File: config.mk
export PLATFORM = sky130hd
export DESIGN_NAME = seq_code_monitor
export DESIGN_NICKNAME = d
export VERILOG_FILES = /design/src/rtl/seq_code_monitor.sv
export SDC_FILE = /design/constraint.sdc
export NUM_CORES = 1
export LEC_CHECK = 0
export CAP_MARGIN = 20
export CORE_ASPECT_RATIO = 1.25
export CORE_MARGIN = 2
export CORE_UTILIZATION = 50
export CTS_CLUSTER_SIZE = 20
export DETAILED_ROUTE_END_ITERATION = 16
export HOLD_SLACK_MARGIN = 0.1
export PLACE_DENSITY = 0.76
export SYNTH_ARGS = -nofsm -noshare
export SYNTH_HDL_FRONTEND = slang
export SYNTH_SLANG_ARGS = --single-unit
File: constraint.sdc
create_clock -name clk -period 2.65 [get_ports clk]
set_clock_uncertainty 0.2 [all_clocks]
set_input_delay 0.6625 -clock clk [delete_from_list [all_inputs] [get_ports clk]]
set_output_delay 0.6625 -clock clk [all_outputs]
set_load 0.02 [all_outputs]
File: src/rtl/seq_code_monitor.sv
// Checks the 3-bit sequence counter code stream (000,010,011,101,111), locks onto a clean sequence and counts laps.
// Optional SEQ_MON_STICKY_ERR_EN adds err_clr / err_sticky.
module seq_code_monitor #(
   parameter int unsigned LAP_W    = 8,
   parameter int unsigned LOCK_CNT = 3
) (
   input  logic             clk,
   input  logic             rst_n,
   input  logic             en,
   input  logic [2:0]       code_in,
`ifdef SEQ_MON_STICKY_ERR_EN
   input  logic             err_clr,
   output logic             err_sticky,
`endif
   output logic [2:0]       step,
   output logic             step_valid,
   output logic             illegal,
   output logic             seq_err,
   output logic             locked,
   output logic [LAP_W-1:0] lap_cnt,
   output logic             lap_pulse
);

   typedef enum logic {UNLOCK, LOCKED} state_t;

   localparam logic [2:0] LOCK_V = 3'(LOCK_CNT);

   state_t           state, state_nx;
   logic             prev_valid, prev_valid_nx;
   logic [2:0]       good_cnt, good_nx;
   logic [2:0]       step_nx;
   logic             sv_nx, ill_nx, serr_nx, lp_nx;
   logic [LAP_W-1:0] lap_nx;
   logic             cur_legal;
   logic [2:0]       cur_idx, succ_idx;

   always_comb begin
      cur_legal = 1'b1;
      cur_idx   = '0;
      case (code_in)
         3'b000:  cur_idx = 3'd0;
         3'b010:  cur_idx = 3'd1;
         3'b011:  cur_idx = 3'd2;
         3'b101:  cur_idx = 3'd3;
         3'b111:  cur_idx = 3'd4;
         default: cur_legal = 1'b0;
      endcase
   end

   // step always holds the index of the last legal sample, so it doubles as prev_code
   assign succ_idx = (step == 3'd4) ? 3'd0 : step + 3'd1;

   always_comb begin
      state_nx      = state;
      prev_valid_nx = prev_valid;
      good_nx       = good_cnt;
      step_nx       = step;
      lap_nx        = lap_cnt;
      sv_nx         = 1'b0;
      ill_nx        = 1'b0;
      serr_nx       = 1'b0;
      lp_nx         = 1'b0;
      if (en) begin
         if (!cur_legal) begin
            ill_nx        = 1'b1;
            prev_valid_nx = 1'b0;
            good_nx       = '0;
            if (state == LOCKED) begin
               serr_nx  = 1'b1;
               state_nx = UNLOCK;
            end
         end else begin
            step_nx       = cur_idx;
            sv_nx         = 1'b1;
            prev_valid_nx = 1'b1;
            if (!prev_valid) begin
               if (state == UNLOCK) good_nx = '0;
            end else if (cur_idx == step) begin
               // repeated code is a hold
            end else if (cur_idx == succ_idx) begin
               if (state == LOCKED) begin
                  if (cur_idx == 3'd0) begin
                     lap_nx = lap_cnt + LAP_W'(1);
                     lp_nx  = 1'b1;
                  end
               end else if (good_cnt >= LOCK_V - 3'd1) begin
                  good_nx  = LOCK_V;
                  state_nx = LOCKED;
               end else begin
                  good_nx = good_cnt + 3'd1;
               end
            end else begin
               good_nx = '0;
               if (state == LOCKED) begin
                  serr_nx  = 1'b1;
                  state_nx = UNLOCK;
               end
            end
         end
      end
   end

   always_ff @(posedge clk) begin
      if (!rst_n) begin
         state      <= UNLOCK;
         prev_valid <= 1'b0;
         good_cnt   <= '0;
         step       <= '0;
         step_valid <= 1'b0;
         illegal    <= 1'b0;
         seq_err    <= 1'b0;
         lap_cnt    <= '0;
         lap_pulse  <= 1'b0;
      end else begin
         state      <= state_nx;
         prev_valid <= prev_valid_nx;
         good_cnt   <= good_nx;
         step       <= step_nx;
         step_valid <= sv_nx;
         illegal    <= ill_nx;
         seq_err    <= serr_nx;
         lap_cnt    <= lap_nx;
         lap_pulse  <= lp_nx;
      end
   end

   assign locked = (state == LOCKED);

`ifdef SEQ_MON_STICKY_ERR_EN
   // a fresh error pulse beats a simultaneous clear
   always_ff @(posedge clk) begin
      if (!rst_n)                 err_sticky <= 1'b0;
      else if (illegal || seq_err) err_sticky <= 1'b1;
      else if (err_clr)           err_sticky <= 1'b0;
   end
`endif

endmodule

==> results.md, run 1 <==
* Status: complete, no violations
* Critical Path Start Type: flop
* Share of cells above drive strength 1 at 0.229
* CP arrival at 2.57 ns
* Post-Syn Area at approximately 1300 um2
* Core area at 2430 um2
* Largest stage delay, worst path at between 0.6 and 0.7 ns
* Final Setup Violations at 0
* Clk buf depth at 2
* Pre-CTS WS at -0.350 ns
* Pre-antenna DRT Iters at 4
* Final period util at 0.955
* MaxCap Viol Count at 0
* VDD IR max at about 0.37 mV
* CP max stage cell: or4_4
* Syn_nets at 161
* Psw at 185 uW
* Die area at 2960 um2
* Slew headroom at 0.683
* Worst-Margin Slew at 0.467 ns
* Root Driver: clkbuf_4
* Most instantiated library cell after synthesis: dfxtp_1
* Leak at 0.660 nW
* Initial drt markers at 27
* Clock sink count at 20
* Synth unique cells at 40
* WHS at ~0.29 ns
* Hold WC Path Type: reg2reg
* Setup CP Type: reg2reg
* Synth warnings at 0
* Nature of the critical path endpoint: flop
* Max Slew Vio Count at 0
* Wire length per cell at 14.7 um
* Starting density of the core at 0.523
* Vias after detailed routing at 1281
* First-pass GRT wire length at about 4900 um
* Largest net degree at the start of global routing at 17
* Max Clk Rate at 395 MHz
* Final min period at 2.53 ns
* Synth area leader: dfxtp_1
* Number of diodes at 0
* Post-synth ARST share at 0
* Ports at 22
* H-tree depth at 1
* Final nets at 200
* Fill cells at 176
* Synth Flop Type: dfxtp_1
* Final hold vios at 0
* Pwr Density at roughly 380 nW/um2
* Input/output buffers at 21
* Top post-synthesis cells by area: dfxtp_1 (32%), mux2i_1 (7.1%), a2111oi_2 (5.9%), nand2_1 (5.6%), ha_1 (4.9%)
* CP Cell Sequence: buf_4, ha_1, nor3b_2, a21oi_1, or4_4, a2111oi_4, mux2i_1
* Vias/cell at 5.80
* DPL Wire Length at 2330 um
* Skew-Pair Late Insertion Delay at between 0.3 and 0.4 ns
* Top-area cell type share of the netlist area at 0.316
* Worst EP required at 2.69 ns
* Area Overhead vs Synth at 45.6%
* Post-synthesis sequential area ratio at 0.316
* Logic pwr share at 0.201
* Sequential Power Share at 0.440
* Cell Int Power at 522 uW
* Routability Congestion at 0.924
* Crit path max fanout at 8
* Height of the die at ~60 um
* Final ANT Viol Nets at 0
* Switch share at 0.261
* Post-synth EDFFs at 0
* Hold_buf cts at 0
* Clock power share at 0.360
* Chip width at 49.1 um
* Floorplan row count at 20
* Routed WL at ~3200 um
* Initial antenna violation count at 0
* Setup Fix Bufs, Post-CTS at 0
* Drt drc at 0
* Reg clk slew, reported paths at between 0.1 and 0.15 ns
* Mapped Cells at 150
* Setup ws final at 0.120 ns
* Syn Area/Cell at 8.46 um2
* FF+latch count, synth at 20
* CTS tree: done
* TritonCTS Buffers at 3
* Synth top cells by count: dfxtp_1 (20), nand2_1 (19)
* Vias in the first global route at 1184
* Total grt overflow at 0
* Global-route usage over all layers at 0.214
cell usage in the layout (no fill, tap or decap), types with 4 or more instances in the layout:
| cell | count |
|---|---|
| buf_4 | 20 |
| nand2_1 | 19 |
| dfxtp_1 | 19 |
| clkdlybuf4s50_1 | 18 |
| inv_1 | 9 |
| nand2b_1 | 9 |
| nor2_1 | 9 |
| mux2i_1 | 9 |
| nand3_1 | 6 |
| a2111oi_4 | 6 |
| o21ai_0 | 5 |
| ha_1 | 5 |
| a21oi_1 | 4 |
| nor3_1 | 4 |
state kept, by name (all words and copies together), names as in the netlist:
signal / count
good_cnt: 3
step: 3
locked: 1
illegal: 1
lap_pulse: 1
seq_err: 1
step_valid: 1
prev_valid: 1
lap_cnt: 8
area by class of cell:
type                    count  area, um2  area share
multi-input cells         113        938       0.508
repair buffers             42        379       0.205
clock inverters             1       30.0      0.0163
well taps                  33       41.3      0.0224
inverters                   9       33.8      0.0183
clock buffers               3       22.5      0.0122
flip-flops and latches     20        402       0.217
worst paths after layout:
| check | startpoint | endpoint | slack (ns) | depth (start not counted) |
|---|---|---|---|---|
| setup / recovery | step[0] | lap_cnt[5] | 0.12 | 7 |
| hold / removal | lap_cnt[7] | lap_cnt[7] | 0.29 | 2 |
| setup reg to reg | step[0] | lap_cnt[5] | 0.12 | 7 |
| hold reg to reg | lap_cnt[7] | lap_cnt[7] | 0.29 | 2 |
power groups by stage:
stage	registers (mW)	logic [mW]	clock network (mW)
3_5_place_dp	0.318	0.122	0
2_1_floorplan	0.323	0.0602	0
4_1_cts	0.311	0.122	0.258
3_3_place_gp	0.317	0.118	0
6_report	0.311	0.142	0.254
5_1_grt	0.312	0.153	0.270
metal layers:
layer	vias to the layer above	global-route usage	routed length, um
li1	629	-	-
met1	610	0.212	1260
met2	34	0.423	1810
met3	8	0.0375	103
met4	0	0.122	60
met5	-	0	0
timing repair:
action / CTS / global route
resized for setup: 1 / 20
gates cloned: 0 / 0
endpoints found under the setup margin: 1 / 12
pin swaps: 0 / 9
cells by family after synthesis:
| kind of cell | share of synthesized area |
|---|---|
| AO/OA/AOI/OAI | 0.219 |
| adder cells (fa/ha/maj) | 0.0493 |
| buffers and inverters | 0.0602 |
| flip-flops | 0.316 |
| multiplexers | 0.0710 |
| AND/OR/NAND/NOR | 0.285 |
worst max-delay path, delay by kind of cell (launching register included):
family                   cells  cell delay (ns)
AND/OR/NAND/NOR              2             0.86
AO/OA/AOI/OAI                2             0.46
flip-flops                   1             0.33
multiplexers                 1             0.24
adder cells (fa/ha/maj)      1             0.22
buffers and inverters        1             0.15
stage by stage:
stage | instance area (um2) | util | power, mW | setup TNS (ns) | std cells
6_report | 1850 | 0.761 | 0.707 | 0 | 221
2_1_floorplan | 1270 | - | 0.383 | 0 | 150
3_5_place_dp | 1640 | 0.677 | 0.439 | -3.20 | 217
3_3_place_gp | 1640 | 0.677 | 0.435 | -2.32 | 217
5_1_grt | 1850 | 0.761 | 0.735 | -0.00565 | 221
4_1_cts | 1700 | 0.701 | 0.692 | 0 | 221
(Power assumes the default switching activity.)
==> run 2, diff against run 1 <==
--- a/config.mk
+++ b/config.mk
@@ -11,6 +11,7 @@
 export CORE_UTILIZATION = 50
 export CTS_CLUSTER_SIZE = 20
 export DETAILED_ROUTE_END_ITERATION = 16
+export GPL_TIMING_DRIVEN = 0
 export HOLD_SLACK_MARGIN = 0.1
 export PLACE_DENSITY = 0.76
 export SYNTH_ARGS = -nofsm -noshare
==> constraint.sdc (replaced) <==
create_clock -name clk -period 2.8 [get_ports clk]
set_clock_uncertainty 0.2 [all_clocks]
set_input_delay 0.7 -clock clk [delete_from_list [all_inputs] [get_ports clk]]
set_output_delay 0.7 -clock clk [all_outputs]
set_load 0.02 [all_outputs]
==> results.md, run 2 (synthesized netlist as in run 1, its figures left out) <==
* Hold WC Path Type: reg2reg
* Max Clk Rate at 361 MHz
* Biggest regs: lap_cnt: 8 flops, good_cnt: 3 flops, step: 3 flops
* Initial antenna violation count at 0 (unchanged)
* Final Instance Area at 1730 um2 (-6.3%)
* VDD IR max at 0.435 mV (+16%)
* Final period util at 0.991
* Max FFs per register at 8 (unchanged)
* Final ANT Viol Nets at 0 (unchanged)
* Finished Layout Cells at 212 (-4.1%)
* Ports at 22 (unchanged)
* CP arrival at 2.81 ns (+0.24 ns)
* Most common cell after layout, fill and taps aside: clkdlybuf4s50_1
* Largest net degree at the start of global routing at 13 (-4)
* Root Driver: clkbuf_4
* Post-Route Setup TNS at 0 ns (unchanged)
* Die area at 2960 um2 (unchanged)
* Setup CP Type: in2reg
* Utilization after layout at 0.713 (-0.0479)
* Starting density of the core at 0.523 (unchanged)
* Routed WL at 3150 um (-2.7%)
* CP max stage cell: clkdlybuf4s50_1
* Vias/cell at 6.01 (+3.7%)
* Clk buf depth at 2 (unchanged)
* Vias in the first global route at 1196 (+1.0%)
* Final min period at 2.77 ns
* Hold_buf cts at 0 (unchanged)
* Critical Path Start Type: primary input
* H-tree depth at 1 (unchanged)
* Fill cells at 191 (+8.5%)
* Wire length per cell at 14.9 um (+1.4%)
* Clock sink count at 20 (unchanged)
* Placed inst area at 1520 um2 (-7.5%)
* Leak at 0.590 nW (-11%)
* Drt drc at 0 (unchanged)
* Routability Congestion at 0.852 (-7.8%)
* Max Slew Vio Count at 0 (unchanged)
* Slew headroom at 0.718 (+0.0350)
* Chip width at 49.1 um (unchanged)
* Share of cells above drive strength 1 at 0.196 (-0.0332)
* Final Setup Violations at 0 (unchanged)
* Largest stage delay, worst path at 0.52 ns (-0.16 ns)
* MaxCap Viol Count at 0 (unchanged)
* Vias after detailed routing at 1274 (-0.55%)
* Area Overhead vs Synth at 36.4%
* Initial drt markers at 31 (+15%)
* Buf/Inv on CP at 2 (+1)
* Nature of the critical path endpoint: flop
* Pre-antenna DRT Iters at 4 (unchanged)
* Placed cells at 204 (-6.0%)
* Pre-CTS WS at -0.393 ns (-0.0430 ns)
* Height of the die at 60.3 um (unchanged)
* Final nets at 191 (-4.5%)
* Input/output buffers at 21 (unchanged)
* WHS at 0.302 ns (+0.00736 ns)
* Area taken by multi-input logic gates at 905 um2 (-3.6%)
* Sequential cell area at 403 um2 (+0.31%)
* Final hold vios at 0 (unchanged)
* Worst EP required at 2.84 ns (+0.15 ns)
* Floorplan row count at 20 (unchanged)
* Critical path's top delay family: compound AO/OA/AOI/OAI gates
* TritonCTS Buffers at 3 (unchanged)
* Core area at 2430 um2 (unchanged)
* CP Cell Sequence: clkdlybuf4s50_1, buf_4, and4b_1, o211ai_1, nand3_4, a2111oi_2, mux2i_1
* Most frequent cells in the layout: clkdlybuf4s50_1 (20), nand2_1 (19), dfxtp_1 (18)
* DPL Wire Length at 2170 um (-6.9%)
* Setup ws final at 0.0263 ns (-0.0934 ns)
* Number of diodes at 0 (unchanged)
* Worst-Margin Slew at 0.422 ns (-0.0451 ns)
* Status: complete, no violations
* Global-route usage over all layers at 0.227 (+0.0128)
* Total grt overflow at 0 (unchanged)
* CTS tree: done
* Pwr Total at 657 uW (-7.0%)
* Reg with most FFs: lap_cnt
* Skew-Pair Late Insertion Delay at 0.31 ns (about the same)
* First-pass GRT wire length at 5260 um (+7.8%)
* Reg clk slew, reported paths at 0.12 ns (about the same)
* Pwr Density at 380 nW/um2 (-0.75%)
* Crit path max fanout at 10 (+2)
[run 2: changes by cell type in the layout (fill, tap and decap cells not counted), moves of 2 or more]
cell             change
dlymetal6s2s_1       -2
a2111oi_2            +4
a2111oi_4            -4
buf_4               -12
clkbuf_1             +3
clkdlybuf4s50_1      +2
[run 2: tightest hold or removal path: cells and delay by family (launching register included)]
family / cells / cell delay [ns]
simple gates: 1 / 0.06
mux: 1 / 0.06
flops: 1 / 0.34
[run 2: routing by layer]
layer | routed length (um) | part of all wire | track usage | vias to the layer above
met5 | 0 | 0 | 0 | -
met4 | 61 | 0.019 | 0.106 | 0
met3 | 165 | 0.052 | 0.0325 | 8
met2 | 1670 | 0.53 | 0.429 | 48
met1 | 1250 | 0.40 | 0.253 | 606
li1 | - | - | - | 612
[run 2: layout make-up]
type                    instances  area share
clock inverters                 1      0.0174
repair buffers                 25       0.140
plain buffers                   8      0.0304
well taps                      33      0.0239
multi-input cells             113       0.523
inverters                       9      0.0195
flip-flops and latches         20       0.233
clock buffers                   3      0.0130
[run 2: repair_timing]
item | CTS | global route
resized for setup | 2 | 26
endpoints found under the setup margin | 2 | 14
pin swaps | 0 | 8
gates cloned | 0 | 0
setup buffers | 0 | 4
[run 2: worst paths after layout]
path	from	end	slack (ns)	cells after the start
setup reg to reg	step[0]	lap_cnt[7]	0.15	8
hold / removal	lap_cnt[7]	lap_cnt[7]	0.30	2
hold reg to reg	lap_cnt[7]	lap_cnt[7]	0.30	2
setup / recovery	code_in[1]	lap_cnt[7]	0.03	7
[run 2: where the power goes]
| group | leakage, nW | switching [mW] | internal (mW) |
|---|---|---|---|
| registers | 0.163 | 0.00807 | 0.290 |
| logic | 0.399 | 0.0688 | 0.0489 |
| clock network | 0.0279 | 0.0971 | 0.145 |
| total | 0.590 | 0.174 | 0.483 |
